<file path="config.mk">
export PLATFORM = sky130hd
export DESIGN_NAME = victim_cache_control_flat
export DESIGN_NICKNAME = d
export VERILOG_FILES = /design/src/rtl/victim_cache_control_if.sv /design/src/rtl/victim_cache_control.sv /design/src/flat_wrapper.sv
export SDC_FILE = /design/constraint.sdc
export NUM_CORES = 1
export LEC_CHECK = 0
export ABC_AREA = 1
export CORE_AREA = 2 2 520 522
export DETAILED_ROUTE_END_ITERATION = 6
export DIE_AREA = 0 0 522 524
export PLACE_DENSITY = 0.34
export SYNTH_ARGS = -nofsm -noshare
export SYNTH_HDL_FRONTEND = slang
export SYNTH_SLANG_ARGS = --single-unit
export TNS_END_PERCENT = 1
</file>
<file path="constraint.sdc">
create_clock -name clk -period 30.5 [get_ports clk]
set_input_delay 6.1 -clock clk [delete_from_list [all_inputs] [get_ports clk]]
set_output_delay 6.1 -clock clk [all_outputs]
set_load 0.03 [all_outputs]
</file>
<file path="src/rtl/victim_cache_control_if.sv">
// L1 request/response, victim array and L2 writeback signals of the victim cache controller.
interface victim_cache_control_if #(
    parameter int unsigned TAG_W  = 11,
    parameter int unsigned LINE_W = 256
);
    logic              lookup_req;
    logic [TAG_W-1:0]  lookup_tag;
    logic              evict_req;
    logic [TAG_W-1:0]  evict_tag;
    logic              evict_dirty;
    logic [LINE_W-1:0] evict_data;
    logic              resp;
    logic              hit;
    logic [LINE_W-1:0] hit_data;
    logic              hit_dirty;
    logic              vic_load;
    logic [1:0]        vic_index;
    logic [LINE_W-1:0] vic_wdata;
    logic [LINE_W-1:0] vic_rdata;
    logic              mem_write;
    logic [15:0]       mem_addr;
    logic [LINE_W-1:0] mem_wdata;
    logic              mem_resp;

    modport slave (
        input  lookup_req, lookup_tag, evict_req, evict_tag, evict_dirty, evict_data,
               vic_rdata, mem_resp,
        output resp, hit, hit_data, hit_dirty, vic_load, vic_index, vic_wdata,
               mem_write, mem_addr, mem_wdata
    );

    modport master (
        output lookup_req, lookup_tag, evict_req, evict_tag, evict_dirty, evict_data,
               vic_rdata, mem_resp,
        input  resp, hit, hit_data, hit_dirty, vic_load, vic_index, vic_wdata,
               mem_write, mem_addr, mem_wdata
    );
endinterface

</file>
<file path="src/rtl/victim_cache_control.sv">
// Controller for a 4-entry exclusive victim cache with true-LRU replacement and dirty writeback.
// Optional macro VICTIM_PERF_EN adds saturating hit/miss/writeback counters.
module victim_cache_control #(
    parameter int unsigned TAG_W  = 11,
    parameter int unsigned LINE_W = 256
) (
    input  logic clk,
    input  logic rst,
    victim_cache_control_if.slave bus
`ifdef VICTIM_PERF_EN
    ,
    output logic [15:0] hit_count,
    output logic [15:0] miss_count,
    output logic [15:0] wb_count
`endif
);
    localparam int unsigned WAYS  = 4;
    localparam int unsigned IDX_W = 2;

    typedef enum logic [1:0] {IDLE, LOOKUP, WRITEBACK, INSERT} state_t;

    state_t                        state_q, state_d;
    logic [WAYS-1:0][TAG_W-1:0]    tag_q;
    logic [WAYS-1:0]               valid_q;
    logic [WAYS-1:0]               dirty_q;
    logic [WAYS-1:0][IDX_W-1:0]    age_q;
    logic [TAG_W-1:0]              req_tag_q;
    logic                          req_dirty_q;
    logic [LINE_W-1:0]             req_data_q;
    logic [IDX_W-1:0]              way_q;

    logic                          lk_hit;
    logic [IDX_W-1:0]              lk_way;
    logic                          ev_match;
    logic [IDX_W-1:0]              ev_match_way;
    logic                          inv_found;
    logic [IDX_W-1:0]              inv_way;
    logic [IDX_W-1:0]              lru_way;
    logic [IDX_W-1:0]              sel_way;
    logic                          sel_wb;

    // Lookup match against the latched tag; lowest matching way wins
    always_comb begin
        lk_hit = 1'b0;
        lk_way = '0;
        for (int i = int'(WAYS) - 1; i >= 0; i--) begin
            if (valid_q[i] && tag_q[i] == req_tag_q) begin
                lk_hit = 1'b1;
                lk_way = IDX_W'(i);
            end
        end
    end

    // Eviction slot choice: tag reuse, then lowest invalid way, then LRU
    always_comb begin
        ev_match     = 1'b0;
        ev_match_way = '0;
        inv_found    = 1'b0;
        inv_way      = '0;
        lru_way      = '0;
        for (int i = int'(WAYS) - 1; i >= 0; i--) begin
            if (valid_q[i] && tag_q[i] == bus.evict_tag) begin
                ev_match     = 1'b1;
                ev_match_way = IDX_W'(i);
            end
            if (!valid_q[i]) begin
                inv_found = 1'b1;
                inv_way   = IDX_W'(i);
            end
            if (age_q[i] == IDX_W'(WAYS - 1)) begin
                lru_way = IDX_W'(i);
            end
        end
        sel_way = ev_match ? ev_match_way : (inv_found ? inv_way : lru_way);
        sel_wb  = !ev_match && valid_q[sel_way] && dirty_q[sel_way];
    end

    always_ff @(posedge clk) begin
        if (rst) begin
            state_q <= IDLE;
        end else begin
            state_q <= state_d;
        end
    end

    // Next state and outputs; array read data is combinational on vic_index
    always_comb begin
        state_d       = state_q;
        bus.resp      = 1'b0;
        bus.hit       = 1'b0;
        bus.hit_data  = '0;
        bus.hit_dirty = 1'b0;
        bus.vic_load  = 1'b0;
        bus.vic_index = '0;
        bus.vic_wdata = '0;
        bus.mem_write = 1'b0;
        bus.mem_addr  = '0;
        bus.mem_wdata = '0;
        unique case (state_q)
            IDLE: begin
                if (bus.evict_req) begin
                    state_d = sel_wb ? WRITEBACK : INSERT;
                end else if (bus.lookup_req) begin
                    state_d = LOOKUP;
                end
            end
            LOOKUP: begin
                bus.vic_index = lk_way;
                bus.resp      = 1'b1;
                bus.hit       = lk_hit;
                bus.hit_data  = bus.vic_rdata;
                bus.hit_dirty = lk_hit && dirty_q[lk_way];
                state_d       = IDLE;
            end
            WRITEBACK: begin
                bus.vic_index = way_q;
                bus.mem_write = 1'b1;
                bus.mem_addr  = 16'({tag_q[way_q], 5'b0});
                bus.mem_wdata = bus.vic_rdata;
                if (bus.mem_resp) begin
                    state_d = INSERT;
                end
            end
            INSERT: begin
                bus.vic_load  = 1'b1;
                bus.vic_index = way_q;
                bus.vic_wdata = req_data_q;
                bus.resp      = 1'b1;
                state_d       = IDLE;
            end
            default: state_d = IDLE;
        endcase
    end

    // Per-way bookkeeping and request latches
    always_ff @(posedge clk) begin
        if (rst) begin
            tag_q       <= '0;
            valid_q     <= '0;
            dirty_q     <= '0;
            req_tag_q   <= '0;
            req_dirty_q <= 1'b0;
            way_q       <= '0;
            for (int i = 0; i < int'(WAYS); i++) begin
                age_q[i] <= IDX_W'(i);
            end
        end else begin
            unique case (state_q)
                IDLE: begin
                    if (bus.evict_req) begin
                        req_tag_q   <= bus.evict_tag;
                        req_dirty_q <= bus.evict_dirty;
                        way_q       <= sel_way;
                    end else if (bus.lookup_req) begin
                        req_tag_q <= bus.lookup_tag;
                    end
                end
                LOOKUP: begin
                    if (lk_hit) begin
                        valid_q[lk_way] <= 1'b0;
                    end
                end
                INSERT: begin
                    tag_q[way_q]   <= req_tag_q;
                    valid_q[way_q] <= 1'b1;
                    dirty_q[way_q] <= req_dirty_q;
                    for (int i = 0; i < int'(WAYS); i++) begin
                        if (age_q[i] < age_q[way_q]) begin
                            age_q[i] <= age_q[i] + IDX_W'(1);
                        end
                    end
                    age_q[way_q] <= '0;
                end
                default: ;
            endcase
        end
    end

    always_ff @(posedge clk) begin
        if (state_q == IDLE && bus.evict_req) begin
            req_data_q <= bus.evict_data;
        end
    end

`ifdef VICTIM_PERF_EN
    always_ff @(posedge clk) begin
        if (rst) begin
            hit_count  <= '0;
            miss_count <= '0;
            wb_count   <= '0;
        end else begin
            if (state_q == LOOKUP && lk_hit && hit_count != 16'hFFFF) begin
                hit_count <= hit_count + 16'd1;
            end
            if (state_q == LOOKUP && !lk_hit && miss_count != 16'hFFFF) begin
                miss_count <= miss_count + 16'd1;
            end
            if (state_q == WRITEBACK && bus.mem_resp && wb_count != 16'hFFFF) begin
                wb_count <= wb_count + 16'd1;
            end
        end
    end
`endif
endmodule

</file>
<file path="src/flat_wrapper.sv">
// flat-port wrapper written by rule: the top's interface ports become plain ports
module victim_cache_control_flat 
#(
    parameter int unsigned TAG_W  = 11,
    parameter int unsigned LINE_W = 256
)
  (clk, rst, bus_lookup_req, bus_lookup_tag, bus_evict_req, bus_evict_tag, bus_evict_dirty, bus_evict_data, bus_vic_rdata, bus_mem_resp, bus_resp, bus_hit, bus_hit_data, bus_hit_dirty, bus_vic_load, bus_vic_index, bus_vic_wdata, bus_mem_write, bus_mem_addr, bus_mem_wdata);
  victim_cache_control_if #(.TAG_W(TAG_W), .LINE_W(LINE_W)) bus_i ();
  input  logic clk;
  input  logic rst;
  input wire logic [$bits(bus_i.lookup_req)-1:0] bus_lookup_req;
  input wire logic [$bits(bus_i.lookup_tag)-1:0] bus_lookup_tag;
  input wire logic [$bits(bus_i.evict_req)-1:0] bus_evict_req;
  input wire logic [$bits(bus_i.evict_tag)-1:0] bus_evict_tag;
  input wire logic [$bits(bus_i.evict_dirty)-1:0] bus_evict_dirty;
  input wire logic [$bits(bus_i.evict_data)-1:0] bus_evict_data;
  input wire logic [$bits(bus_i.vic_rdata)-1:0] bus_vic_rdata;
  input wire logic [$bits(bus_i.mem_resp)-1:0] bus_mem_resp;
  output wire logic [$bits(bus_i.resp)-1:0] bus_resp;
  output wire logic [$bits(bus_i.hit)-1:0] bus_hit;
  output wire logic [$bits(bus_i.hit_data)-1:0] bus_hit_data;
  output wire logic [$bits(bus_i.hit_dirty)-1:0] bus_hit_dirty;
  output wire logic [$bits(bus_i.vic_load)-1:0] bus_vic_load;
  output wire logic [$bits(bus_i.vic_index)-1:0] bus_vic_index;
  output wire logic [$bits(bus_i.vic_wdata)-1:0] bus_vic_wdata;
  output wire logic [$bits(bus_i.mem_write)-1:0] bus_mem_write;
  output wire logic [$bits(bus_i.mem_addr)-1:0] bus_mem_addr;
  output wire logic [$bits(bus_i.mem_wdata)-1:0] bus_mem_wdata;
  assign bus_i.lookup_req = bus_lookup_req;
  assign bus_i.lookup_tag = bus_lookup_tag;
  assign bus_i.evict_req = bus_evict_req;
  assign bus_i.evict_tag = bus_evict_tag;
  assign bus_i.evict_dirty = bus_evict_dirty;
  assign bus_i.evict_data = bus_evict_data;
  assign bus_i.vic_rdata = bus_vic_rdata;
  assign bus_i.mem_resp = bus_mem_resp;
  assign bus_resp = bus_i.resp;
  assign bus_hit = bus_i.hit;
  assign bus_hit_data = bus_i.hit_data;
  assign bus_hit_dirty = bus_i.hit_dirty;
  assign bus_vic_load = bus_i.vic_load;
  assign bus_vic_index = bus_i.vic_index;
  assign bus_vic_wdata = bus_i.vic_wdata;
  assign bus_mem_write = bus_i.mem_write;
  assign bus_mem_addr = bus_i.mem_addr;
  assign bus_mem_wdata = bus_i.mem_wdata;
  victim_cache_control #(.TAG_W(TAG_W), .LINE_W(LINE_W)) u_core (.clk(clk), .rst(rst), .bus(bus_i));
endmodule
</file>
==> flow_summary.toml <==
[grt]
antenna_found_initial = 152
grt.total_usage = 0.142
grt_pass1_wl_um = 247000
grt_max_degree = 148
first_global_vias = 21300
grt_overflow_total = 0

[timing]
rsz0062_at_grt = "false"
finalSetupViolCount = 0
relSlewSlack = 0.180
setup_ws_ns = 15.98
period_needed_ns = 14.52
worst_pin_slew_ns = 1.23
finalHoldViolations = 0
finalMaxSlewViolations = 0
fmax_mhz = 68.9
fin_skew_ns = 0.0374
fin_crit_sh = 0.476
setup_tns_ns = 0
hold_slack_ns = 0.502

[floorplanning]
initial_utilization = 0.0665
fp.dieW_um = 522
fp-row-count = 190
core_mm2 = 0.267
die_y_um = 524
die_area_mm2 = 0.274
io-pin-count = 1331

[place]
postPlaceCellArea_mm2 = 0.0352
gp_congestion = 0.926
numPortBuffers = 1325
post-place-ws_ns = 15.98
hpwl_um = 179000

[power]
p_leak_nw = 14.6
powerDensity_mw_per_mm2 = 42.0
peakVddDrop_mv = 0.0350
p_total_mw = 1.55

[finish]
fin_nets = 4259
drive_gt1_frac = 0.0366
area_growth_syn_to_layout_pct = 107
fill_cells = 30900
final_area_mm2 = 0.0368

[drt]
wl_per_cell_um = 27.7
drc = 0
dr.pass1.iters = 6
routed_wl_um = 205000
postRouteAntennaNets = 0
viasPerCell = 2.96
drtIter0Drc = 1380
via_count = 21900

[clock_network]
cts_htree_levels = 2
ctsResizeCount = 0
clock-root-buffer = "clkbuf_16"
clock_sinks = 332
clockBufferDepth = 3
clk_latency_ns = 0.62
cts_hold_repair.buffers = 0
cts_setup_buffers = 0
clkTransAtPathRegs_ns = 0.05
cts_tree = "done"
tritoncts.num_buffers = 45

[logic_synthesis]
ys.flop_type = "edfxtp_1"
ys_warn_count = 0
ys_seq_elements = 332
syn_avg_cell_area_um2 = 7.32
synth_edf_count = 256
ys_seq_area_frac = 0.518
synth_cell_types = 38
syn-instance-count = 2431
netlist_area_mm2 = 0.0178
synth-async-reset-ratio = 0

[flow_run]
maxCapViolations = 0

[worst_setup_path]
rr_endpoint = "u_core.req_data_q[174]"
timing.rr.start = "u_core.state_q[0]"
reg2reg_slack_ns = 26.76
endpoint_kind = "primary output"
slowest_stage = "clkdlybuf4s50_1"
startpoint_type = "input pin"
critical_path.most_common_cell = "clkdlybuf4s50_1"
arrival_ns = 8.42
slowest_delay_ns = 0.80
ff2ff_path_depth = 6
critPathBufInv = 3
cp.required_ns = 24.40
crit_cells = 4
path_delay_family = "buffers and inverters"
cp_cell_sequence = "clkdlybuf4s50_1, inv_1, nor2_1, clkdlybuf4s50_1"
path_class = "input pin to primary output"
path_max_fanout = 2

[min_path]
whs_path_depth = 2
hp-start = "u_core.dirty_q[2]"
hold_path.class = "flop to flop"
whs_endpoint = "u_core.dirty_q[2]"

[outcome]
status = "completed"
[synthesized netlist by cell type, drive strengths merged, types with 2 or more instances]
cell | instances | area, um2
nand4 | 18 | 125
edfxtp | 256 | 7690
ha | 8 | 100
o211ai | 3 | 22.5
a221oi | 12 | 105
xor2 | 8 | 70.1
xnor2 | 2 | 17.5
nor2 | 850 | 3210
nand3 | 18 | 105
nor3 | 6 | 55.1
clkinv | 3 | 11.3
nand2 | 248 | 946
a21oi | 68 | 340
o21ai | 95 | 479
buf | 39 | 201
dfxtp | 76 | 1520
o221ai | 2 | 23.8
clkbuf | 76 | 288
o22ai | 15 | 93.8
inv | 622 | 2330
[layer usage]
| layer | wire length (um) | up-vias | track usage | part of all wire |
|---|---|---|---|---|
| met2 | 106000 | 1300 | 0.257 | 0.52 |
| met4 | 10500 | 46 | 0.0759 | 0.051 |
| met3 | 23900 | 280 | 0.0713 | 0.12 |
| met5 | 287 | - | 0 | 0.0014 |
| met1 | 64700 | 10400 | 0.129 | 0.32 |
| li1 | - | 9885 | - | - |
[cells in the final DEF (no fill, tap or decap), types with 2 or more instances in the layout]
| cell type | n |
|---|---|
| conb_1 | 5 |
| clkbuf_1 | 10 |
| nor3_2 | 5 |
| a221oi_1 | 12 |
| nand4_2 | 2 |
| inv_6 | 4 |
| bufinv_16 | 2 |
| nand2_4 | 2 |
| nor2_2 | 9 |
| nand4_1 | 16 |
| o211ai_1 | 3 |
| clkdlybuf4s50_1 | 1325 |
| buf_4 | 18 |
| inv_2 | 28 |
| nand3_1 | 15 |
| edfxtp_1 | 256 |
| xor2_1 | 8 |
| diode_2 | 113 |
| nor2_1 | 840 |
| o21ai_0 | 84 |
| nand2_1 | 240 |
| dfxtp_1 | 76 |
| xnor2_1 | 2 |
| clkinv_1 | 11 |
| nand3_2 | 3 |
| nand2_2 | 6 |
| ha_1 | 8 |
| clkinv_2 | 5 |
| a21oi_1 | 68 |
| o21ai_1 | 10 |
| clkbuf_16 | 45 |
| o22ai_1 | 15 |
| inv_1 | 593 |
[worst min-delay path: stages, from the launching register on]
cell,delay [ns]
dfxtp_1,0.31
inv_1,0.08
a21oi_1,0.07
[power by group]
part           switching [mW]  total (mW)  leakage (nW)  internal, mW
clock                   0.226       0.513         0.655         0.287
sequential             0.0145       0.540          3.04         0.526
combinational           0.318       0.495          10.9         0.177
total                   0.558        1.55          14.6         0.990
[layout make-up]
cell class / instances / area (um2) / area share
Sequential cell: 332 / 9210 / 0.250
Tap cell: 3552 / 4440 / 0.121
Inverter: 625 / 2350 / 0.0639
Multi-Input combinational cell: 1363 / 5780 / 0.157
Antenna cell: 113 / 283 / 0.00768
Clock inverter: 21 / 178 / 0.00482
Clock buffer: 55 / 1160 / 0.0316
Timing Repair Buffer: 1344 / 13400 / 0.364
[state kept, by name, indices dropped and copies added, names as in the netlist]
register            count
u_core.age_q            8
u_core.tag_q           44
u_core.req_dirty_q      1
u_core.req_data_q     256
u_core.state_q          2
u_core.dirty_q          4
u_core.req_tag_q       11
u_core.valid_q          4
u_core.way_q            2
[logic make-up after synthesis]
logic type,share of synthesized area
AND/OR/NAND/NOR,0.251
buffers and inverters,0.159
flip-flops,0.518
AO/OA/AOI/OAI,0.0612
XOR/XNOR,0.00493
adder cells (fa/ha/maj),0.00563
other,0.000211
[metrics by stage]
step,instances,util
after floorplan,2435,-
after global placement,7216,0.132
after detailed placement,7216,0.132
after CTS,7292,0.137
after global routing,7375,0.137
final,7405,0.138
[worst max path at each step]
| stage | end | from | slack [ns] |
|---|---|---|---|
| after floorplan | u_core.req_dirty_q | bus_evict_req | 12.50 |
| after global placement | bus_mem_wdata[242] | bus_vic_rdata[242] | 15.97 |
| after detailed placement | bus_mem_wdata[242] | bus_vic_rdata[242] | 15.98 |
| after CTS | bus_mem_wdata[242] | bus_vic_rdata[242] | 15.97 |
| after global routing | bus_mem_wdata[242] | bus_vic_rdata[242] | 15.92 |
| final | bus_mem_wdata[242] | bus_vic_rdata[242] | 15.98 |
Power figures use the tool's default switching activity.
